## config.mk

```make
export PLATFORM = sky130hd
export DESIGN_NAME = nco_bcd_scan_disp
export DESIGN_NICKNAME = d
export VERILOG_FILES = /design/src/rtl/nco_disp_pkg.sv /design/src/rtl/nco_tick.sv /design/src/rtl/nco_bcd_scan_disp.sv
export SDC_FILE = /design/constraint.sdc
export NUM_CORES = 1
export LEC_CHECK = 0
export CORE_MARGIN = 2
export CORE_UTILIZATION = 56
export DETAILED_ROUTE_END_ITERATION = 10
export GPL_TIMING_DRIVEN = 0
export HOLD_SLACK_MARGIN = 0.1
export PLACE_DENSITY_LB_ADDON = 0.05
export SLEW_MARGIN = 20
export SYNTH_ARGS = -nofsm -noshare
export SYNTH_HDL_FRONTEND = slang
export SYNTH_SLANG_ARGS = --single-unit
```

## constraint.sdc

```tcl
create_clock -name clk -period 8.1 [get_ports clk]
set_input_delay 1.62 -clock clk [delete_from_list [all_inputs] [get_ports clk]]
set_output_delay 1.62 -clock clk [all_outputs]
set_load 0.01 [all_outputs]
```

## src/rtl/nco_disp_pkg.sv

```systemverilog
// nco_disp_pkg: shared constants for the NCO-driven BCD counter display.
//   BCD_W       : width of one BCD digit
//   SEG_*       : 7-segment patterns, bit 6 = a ... bit 0 = g, active-high
//   seg_encode  : BCD digit -> segment pattern (non-BCD codes go blank)
package nco_disp_pkg;

  localparam int BCD_W = 4;

  localparam logic [6:0] SEG_0     = 7'b1111110;
  localparam logic [6:0] SEG_1     = 7'b0110000;
  localparam logic [6:0] SEG_2     = 7'b1101101;
  localparam logic [6:0] SEG_3     = 7'b1111001;
  localparam logic [6:0] SEG_4     = 7'b0110011;
  localparam logic [6:0] SEG_5     = 7'b1011011;
  localparam logic [6:0] SEG_6     = 7'b1011111;
  localparam logic [6:0] SEG_7     = 7'b1110000;
  localparam logic [6:0] SEG_8     = 7'b1111111;
  localparam logic [6:0] SEG_9     = 7'b1111011;
  localparam logic [6:0] SEG_BLANK = 7'b0000000;

  function automatic logic [6:0] seg_encode(input logic [BCD_W-1:0] d);
    case (d)
      4'd0:    seg_encode = SEG_0;
      4'd1:    seg_encode = SEG_1;
      4'd2:    seg_encode = SEG_2;
      4'd3:    seg_encode = SEG_3;
      4'd4:    seg_encode = SEG_4;
      4'd5:    seg_encode = SEG_5;
      4'd6:    seg_encode = SEG_6;
      4'd7:    seg_encode = SEG_7;
      4'd8:    seg_encode = SEG_8;
      4'd9:    seg_encode = SEG_9;
      default: seg_encode = SEG_BLANK;
    endcase
  endfunction

endpackage

```

## src/rtl/nco_tick.sv

```systemverilog
// nco_tick: programmable tick generator.
//   clk, rst_n  : clock, async active-low reset
//   i_nco_num   : tick period in clk cycles (0 = no ticks, 1 = every cycle)
//   o_tick      : registered one-cycle tick pulse
// The tick is registered: it is high in the cycle after the counter reaches
// i_nco_num-1, and the counter is already back at 0 in that cycle. From reset
// the first tick is therefore high exactly i_nco_num edges after release.
module nco_tick (
  input  logic        clk,
  input  logic        rst_n,
  input  logic [31:0] i_nco_num,
  output logic        o_tick
);

  logic [31:0] cnt;

  always_ff @(posedge clk or negedge rst_n) begin
    if (!rst_n) begin
      cnt    <= '0;
      o_tick <= 1'b0;
    end else if (i_nco_num == '0) begin
      cnt    <= '0;
      o_tick <= 1'b0;
    end else if (cnt >= i_nco_num - 32'd1) begin
      // >= rather than == so a period shrunk below the running count
      // restarts at once instead of running out to 2^32.
      cnt    <= '0;
      o_tick <= 1'b1;
    end else begin
      cnt    <= cnt + 32'd1;
      o_tick <= 1'b0;
    end
  end

endmodule

```

## src/rtl/nco_bcd_scan_disp.sv

```systemverilog
// nco_bcd_scan_disp: NCO-paced BCD up/down counter with a multiplexed
// 7-segment display driver.
//   clk, rst_n  : clock, async active-low reset
//   i_nco_num   : tick period in clk cycles (0 = stopped)
//   i_run       : count on ticks when 1, hold when 0
//   i_up        : count direction (1 = up)
//   i_clear     : synchronous clear of the count, wins over a tick
//   o_seg_enb   : per-digit enables, active-low, one-hot-low while scanning
//   o_seg       : segments a..g on [6:0], active-high
//   o_seg_dp    : decimal point, active-high
//   o_wrap      : one-cycle pulse after a tick that wrapped the count
module nco_bcd_scan_disp
  import nco_disp_pkg::*;
#(
  parameter int NUM_DIG  = 6,
  parameter int SCAN_DIV = 5000,
  parameter int DP_POS   = 2,
  parameter int BLANK_LZ = 1
) (
  input  logic               clk,
  input  logic               rst_n,
  input  logic [31:0]        i_nco_num,
  input  logic               i_run,
  input  logic               i_up,
  input  logic               i_clear,
  output logic [NUM_DIG-1:0] o_seg_enb,
  output logic [6:0]         o_seg,
  output logic               o_seg_dp,
  output logic               o_wrap
);

  localparam int IDX_W = (NUM_DIG > 1) ? $clog2(NUM_DIG) : 1;
  localparam int DIV_W = $clog2(SCAN_DIV);

  logic tick;

  nco_tick u_nco (
    .clk       (clk),
    .rst_n     (rst_n),
    .i_nco_num (i_nco_num),
    .o_tick    (tick)
  );

  // ---------------------------------------------------------------- counter
  logic [NUM_DIG-1:0][BCD_W-1:0] bcd, bcd_nxt;
  logic                          wrap_nxt;

  // Ripple carry (up) / borrow (down) through all digits; a carry out of
  // the top digit means every digit sat at its terminal value, i.e. a wrap.
  always_comb begin
    logic c;
    c        = 1'b1;
    bcd_nxt  = bcd;
    for (int k = 0; k < NUM_DIG; k++) begin
      if (c) begin
        if (i_up) begin
          bcd_nxt[k] = (bcd[k] == 4'd9) ? 4'd0 : bcd[k] + 4'd1;
          c          = (bcd[k] == 4'd9);
        end else begin
          bcd_nxt[k] = (bcd[k] == 4'd0) ? 4'd9 : bcd[k] - 4'd1;
          c          = (bcd[k] == 4'd0);
        end
      end
    end
    wrap_nxt = c;
  end

  always_ff @(posedge clk or negedge rst_n) begin
    if (!rst_n) begin
      bcd    <= '0;
      o_wrap <= 1'b0;
    end else begin
      o_wrap <= 1'b0;
      if (i_clear) begin
        bcd <= '0;
      end else if (tick && i_run) begin
        bcd    <= bcd_nxt;
        o_wrap <= wrap_nxt;
      end
    end
  end

  // ------------------------------------------------------------------- scan
  logic [DIV_W-1:0] div;
  logic [IDX_W-1:0] idx;
  logic             active;  // first slot shows digit 0 rather than advancing
  logic             load;    // one cycle after each slot step
  logic             slot;

  assign slot = (div == DIV_W'(SCAN_DIV - 1));

  always_ff @(posedge clk or negedge rst_n) begin
    if (!rst_n) begin
      div    <= '0;
      idx    <= '0;
      active <= 1'b0;
      load   <= 1'b0;
    end else begin
      load <= slot;
      if (slot) begin
        div    <= '0;
        active <= 1'b1;
        if (active)
          idx <= (idx == IDX_W'(NUM_DIG - 1)) ? '0 : idx + IDX_W'(1);
      end else begin
        div <= div + DIV_W'(1);
      end
    end
  end

  // ----------------------------------------------------------------- decode
  logic [NUM_DIG-1:0] blank;
  logic [BCD_W-1:0]   dig;
  logic               dig_blank;

  // Digit k blanks when it and every digit above it are zero; digit 0 never.
  always_comb begin
    logic z;
    z     = 1'b1;
    blank = '0;
    for (int k = NUM_DIG - 1; k > 0; k--) begin
      z        = z & (bcd[k] == 4'd0);
      blank[k] = (BLANK_LZ != 0) & z;
    end
  end

  always_comb begin
    dig       = '0;
    dig_blank = 1'b0;
    for (int k = 0; k < NUM_DIG; k++) begin
      if (idx == IDX_W'(k)) begin
        dig       = bcd[k];
        dig_blank = blank[k];
      end
    end
  end

  // Display registers load only at slot updates so a digit holds the value
  // captured at the start of its slot.
  always_ff @(posedge clk or negedge rst_n) begin
    if (!rst_n) begin
      o_seg_enb <= '1;
      o_seg     <= SEG_BLANK;
      o_seg_dp  <= 1'b0;
    end else if (load) begin
      o_seg_enb <= ~(NUM_DIG'(1) << idx);
      o_seg     <= dig_blank ? SEG_BLANK : seg_encode(dig);
      o_seg_dp  <= (int'(idx) == DP_POS);
    end
  end

endmodule

```

**After elaboration in Yosys (flattened, before gate mapping)**

Memories as Yosys holds them, arrays and structs flattened.
Index checks and enable logic that the tools add are counted.

- Bits in registers: 90
- ROM bits: 112
- Input port bits: 37
- Output and inout port bits: 15
- Logic and storage cells: 130
- Memories: 1

- Add/sub/neg operators: 16
- Magnitude comparators: 1
- Equality and inequality tests: 13
- Shift-type cells: 1
- Mux-type cells: 56
- Bitwise logic cells: 5
- Reduce and logical (&&, ||, !) cells: 21

Memories:

| name | words | bits a word | read ports | clocked after Yosys merged registers in | wr ports | RTL line | source |
|---|---|---|---|---|---|---|---|
| (name not given) | 16 | 7 | 1 | 0 | 0 | nco_disp_pkg.sv:22 | `case (d)` |

Operators with widths:

| kind | number |
|---|---|
| $mux 4 | 29 |
| $mux 32 | 2 |
| $mux 24 | 2 |
| $add 32x1->32 const B | 1 |
| $ge 32x32->1 | 1 |
| $logic_not 32->1 | 1 |
| $sub 32x1->32 const B | 1 |
| $add 4x1->4 const B | 6 |
| $eq 4x4->1 const B | 6 |
| $logic_not 4->1 | 6 |
| $sub 4x1->4 const B | 6 |
| $mux 1 | 20 |
| $add 13x1->13 const B | 1 |
| $eq 13x13->1 const B | 1 |
| $mux 13 | 1 |
| $reduce_and 2->1 | 6 |
| $reduce_bool 2->1 | 6 |
| $eq 3x3->1 const B | 3 |
| $mux 7 | 1 |
| $eq 3x2->1 const B | 2 |
| $not 6->6 | 1 |
| $shl 1x3->6 const A | 1 |
| $and 1x1->1 | 4 |
| $add 3x1->3 const B | 1 |
| other kinds (4) | 4 |

**Logic depth before layout (Yosys ltp)**

- Depth in word-level cells: 11
- Gate-level depth with buffers: 15
- Depth with buffers taken out: 13

**Cells and area by module**

Synthesis repeated with hierarchy kept, for this count alone.

- Cell total of the unflattened synthesis: 794
- Area, all modules: 6909.1 sq um

Modules (own cells, without submodules):

| module | instances | cells each | area each (sq um) | sequential area each (sq um) |
|---|---|---|---|---|
| nco_bcd_scan_disp | 1 | 463 | 3910.0 | 1433.9 |
| nco_tick | 1 | 331 | 2999.1 | 825.8 |

**Least setup slack after synthesis**

OpenSTA, ideal clock, no wires.

- Kind: input to register
- Start point: in i_nco_num[3]
- End point: reg u_nco.cnt[21]
- Library setup time: 0.072 ns
- Arrival: 4.718 ns
- Required time: 8.028 ns
- Slack: 3.309 ns
- Cell stages on the path: 14
- Buffers on the path: 1
- Cell sequence: or3_1 > nand2b_1 > nor4_1 > nand2_1 > nor4_1 > xnor2_1 > ha_1 > a21o_1 > a311oi_1 > o41ai_1 > o311ai_0 > nand3_2 > buf_4 > nor2_1

- Longest elaborated chain between the ends: 4
- Elaborated cells between the ends (all ways): 5
- Those cells by class: add/sub: 1; order compare: 1; mux: 2; reduce/logical: 1

Ends and longest elaborated chain:

| what | RTL line | source |
|---|---|---|
| from (decl) | nco_bcd_scan_disp.sv:22 | `input logic [31:0] i_nco_num,` |
| $sub 32x1->32 | nco_tick.sv:24 | `end else if (cnt >= i_nco_num - 32'd1) begin` |
| $ge 32x32->1 | nco_tick.sv:24 |  |
| $mux 32 | nco_tick.sv:24 |  |
| $mux 32 (*) | nco_tick.sv:21 | `end else if (i_nco_num == '0) begin` |
| to (signal assigned) | nco_tick.sv:30 | `cnt <= cnt + 32'd1;` |
| to (decl) | nco_tick.sv:15 | `logic [31:0] cnt;` |

Mark *: on every way between the ends. The rest lies on a longest branch, timed or not.
A chain may end at the register's enable or synchronous reset.

**Worst setup path after layout**

- Start point: in i_nco_num[3]
- End point: reg u_nco.cnt[18]

Same word-level chain as after synthesis.

==> results.txt <==
The largest single stage delay on the critical path is 0.55 ns. The power share of the clock group came out at 0.444. In this run, distinct cell masters in the synthesized netlist total 70. The x dimension of the die is 114 um. The flow ran to the end, and the final reports show no timing, DRC or antenna violations. The number of max-slew violations in the final report was 0. The global-route usage over all layers is 0.259.

The clock latency of the later-clocked register in the worst-skew pair is 0.36 ns. The worst-case clock skew came out at 0.0100 ns. In the final routed layout, each cell accounts on average for 16.4 um. Counting instances, the worst hold path has a depth of 1.

The critical path required time is 8.38 ns. Of the total power, the share spent switching nets is 0.252. The number of vias in the routed layout is 5,941. In the synthesized netlist the async set-or-reset flop fraction comes to 1.00.

The number of standard-cell rows in the floorplan came out at 40. The register-to-register setup slack came out at 4.80 ns. Along the worst path, the maximum fanout reaches 10. The power share of the sequential group came out at 0.455. For this design, the slowest cell found on the critical path is sky130_fd_sc_hd__o311ai_0. The net switching power figure came out at 252 uW.

The worst hold path terminates at o_seg[4]$_DFFE_PN0P_. The final hold violation count came out at 0. The signal on the critical path passes through clkdlybuf4s50_1, or3_1, nand2b_1, nor4_1, nand2_1, nor4_1, xnor2_1, ha_1, a21o_1, a311oi_1, o41ai_1, o311ai_0, nand3_2, buf_4, nor2_1. The cell that appears most often on the critical path is sky130_fd_sc_hd__nor4_1. The achievable frequency came out at 177 MHz.

The critical path in this run is classified as in2reg. The library cell used most frequently in the layout, excluding fill and tap cells, is sky130_fd_sc_hd__nor2_1. The count of nets left with antenna violations once routing finished came out at 0. The synthesized netlist occupies a cell area of 0.00680 mm2.

The share of the Yosys chip area taken by registers is 0.332. TritonCTS built the clock tree. The number of violations of the max-capacitance limit came out at 0. The source of the worst register-to-register timing path is idx[0]$_DFFE_PN0P_. The main flop type after synthesis is sky130_fd_sc_hd__dfrtp_1. The total of hold buffers inserted after clock tree synthesis came out at 0. The number of placed instances, taps included, is 974. The minimum period implied by the final worst setup slack is 5.64 ns. The nature of the critical path endpoint is a register. After synthesis the netlist holds a flip-flop and latch count of 90. The relative contribution of combinational cells to total power is 0.102. The final setup TNS came out at 0 ns. The total routed wirelength is 16,200 um.

The number of enable flip-flop cells after synthesis came out at 0. The final setup violation count is 0. The endpoint identified for the worst register-to-register timing path is o_seg[6]$_DFFE_PN0P_. The post-CTS setup buffer count came out at 0. In this run the deepest clock path goes through 2 buffers. The first-pass iteration count of the detailed router came out at 5.

In the synthesized netlist, the number of instances is 776. The quantity of gates resized following cts is 0. The ratio of routed vias to standard cells is 6.00. Pin placement for this block handled 52 I/O pins. The worst hold path begins at o_seg[4]$_DFFE_PN0P_. The number of global-route vias before repair came out at 5,674. The total grt overflow is 0.

The port buffer count is 50. The share of final-layout standard cells stronger than drive strength 1 is 0.0688. The layout overhead on the synthesized area came out at 14.9%.

The leakage power total came out at 0.00346 uW. The tightest slew margin relative to the limit came out at 0.410. Setup repair after global routing left no endpoint under its margin. Summed over all nets, the half-perimeter wirelength after detailed placement is 12,300 um. The maximum number of pins on one net before global-route repair is 47. The critical path arrival is 5.92 ns.

The clock-pin slew on the worst setup and hold paths came out at 0.07 ns. The depth of the most critical reg-to-reg path is 11. The tree is rooted in a sky130_fd_sc_hd__clkbuf_16. The initial core utilization came out at 0.571. The number of H-tree branching levels is 3. The standard cell core area is 0.0119 mm2. The TritonCTS buffer count is 9. The tree built by TritonCTS fans out to 90 sinks. The hold slack is 0.487 ns. The number of nets in the final layout is 936. The final weighted congestion of routability-driven global placement is 0.946. The path class of the tightest hold or removal check is reg2reg. The internal portion of the total power is 746 uW.

The total of warnings raised by yosys came out at 0. The critical path launch point type is an input port. The net count of the mapped netlist is 874. The worst vdd rail ir drop is 146 uV.

The detailed-route DRC error count is 0. From bottom edge to top edge, the die measures 114 um. The antenna diode count came out at 0.

The non-filler instance count after layout is 990. The DRC violation total after the first TritonRoute iteration came out at 463. The global-route wire length before repair came out at 27,100 um. The top cell types in the final layout, fill and taps aside, are sky130_fd_sc_hd__nor2_1 (96), sky130_fd_sc_hd__dfrtp_1 (84), sky130_fd_sc_hd__ha_1 (61), sky130_fd_sc_hd__clkdlybuf4s50_1 (49), sky130_fd_sc_hd__nand2_1 (48). The initial antenna violation count is 0. The die covers 0.0130 mm2.

After synthesis, the mean cell area works out to 8.76 um2. The actual slew at the worst max-slew pin came out at 0.877 ns. The final cycle utilization of the critical path is 0.696. The cell area power density is 128 mW/mm2.
## critical path: cells and delay by family
kind | cells | cell delay, ns
buffers and inverters | 2 | 0.69
adders and majority gates | 1 | 0.29
xor gates and xnor gates | 1 | 0.17
AOI/OAI and AO/OA | 4 | 1.16
and+or+nand+nor | 7 | 1.98
## cells by family (layout without fill, tap and decap cells)
logic type               Yosys count  after routing  share of synthesized area
flip-flops                        90             90                      0.332
XOR/XNOR                          78             78                      0.100
AND/OR/NAND/NOR                  310            310                      0.234
adder cells (fa/ha/maj)           61             61                      0.112
multiplexers                      16             16                     0.0237
buffers and inverters             65            132                     0.0396
AO/OA/AOI/OAI                    156            156                      0.158
## cell usage after synthesis (11+ instances only)
cell type                   n  share of area
sky130_fd_sc_hd__nor2_1    96          0.053
sky130_fd_sc_hd__dfrtp_1   84           0.31
sky130_fd_sc_hd__ha_1      61           0.11
sky130_fd_sc_hd__nand2_1   48          0.026
sky130_fd_sc_hd__xnor2_1   41          0.053
sky130_fd_sc_hd__nand3_1   38          0.028
sky130_fd_sc_hd__xor2_1    37          0.048
sky130_fd_sc_hd__a21oi_1   35          0.026
sky130_fd_sc_hd__o21ai_0   34          0.025
sky130_fd_sc_hd__inv_1     31          0.017
sky130_fd_sc_hd__nor3_1    25          0.018
sky130_fd_sc_hd__nand4_1   22          0.020
sky130_fd_sc_hd__clkbuf_1  21          0.012
sky130_fd_sc_hd__mux2i_1   15          0.022
sky130_fd_sc_hd__nor2b_1   15          0.014
sky130_fd_sc_hd__and3_1    12          0.011
sky130_fd_sc_hd__a31oi_1   11          0.010
## worst max-delay path by stage
stage	startpoint	to	slack (ns)	cells past startpoint
finish	i_nco_num[3]	u_nco.cnt[18]$_DFF_PN0_	2.46	15
CTS	i_nco_num[3]	u_nco.cnt[18]$_DFF_PN0_	2.40	15
global route	i_nco_num[3]	u_nco.cnt[28]$_DFF_PN0_	2.08	15
floorplan	i_nco_num[3]	u_nco.cnt[21]$_DFF_PN0_	3.31	14
detailed placement	i_nco_num[3]	u_nco.cnt[6]$_DFF_PN0_	2.08	15
global placement	i_nco_num[3]	u_nco.cnt[8]$_DFF_PN0_	2.14	15
## through the flow
stage | instance area [um2] | setup WS, ns | total power [uW] | util
6_report | 7810 | 2.46 | 998 | 0.656
5_1_grt | 7810 | 2.08 | 1030 | 0.656
4_1_cts | 7810 | 2.40 | 998 | 0.656
3_5_place_dp | 7510 | 2.08 | 563 | 0.630
3_3_place_gp | 7480 | 2.14 | 558 | 0.628
2_1_floorplan | 6800 | 3.31 | 514 | -
## sequential cells by signal (all words and copies together) (netlist names)
register / count
u_nco.cnt: 32
bcd: 24
div: 13
o_seg: 7
o_seg_enb: 6
idx: 3
active: 1
load: 1
o_seg_dp: 1
o_wrap: 1
u_nco.o_tick: 1
## power groups by stage
stage                     Clock [uW]  Combinational (uW)  Sequential, uW
final                            443                 101             454
after global routing             466                 113             454
after CTS                        443                 101             454
after detailed placement           0                 100             462
after global placement             0                95.8             462
after floorplan                    0                52.8             462
## cell type report
cell class / instances / area [um2]
multi-input cells: 621 / 4270
fillers: 1013 / 4100
flip-flops and latches: 90 / 2260
repair buffers: 51 / 526
clock buffers: 11 / 243
well taps: 147 / 184
plain buffers: 33 / 149
inverters: 32 / 120
clock inverters: 5 / 62.6
## metal layers
layer | track usage | wire [um] | vias to the layer above
met5 | 0 | 0 | -
met4 | 0.0634 | 209 | 0
met3 | 0.0545 | 765 | 16
met2 | 0.415 | 7500 | 129
met1 | 0.359 | 7730 | 2883
li1 | - | - | 2913
Power figures use the tool's default switching activity.
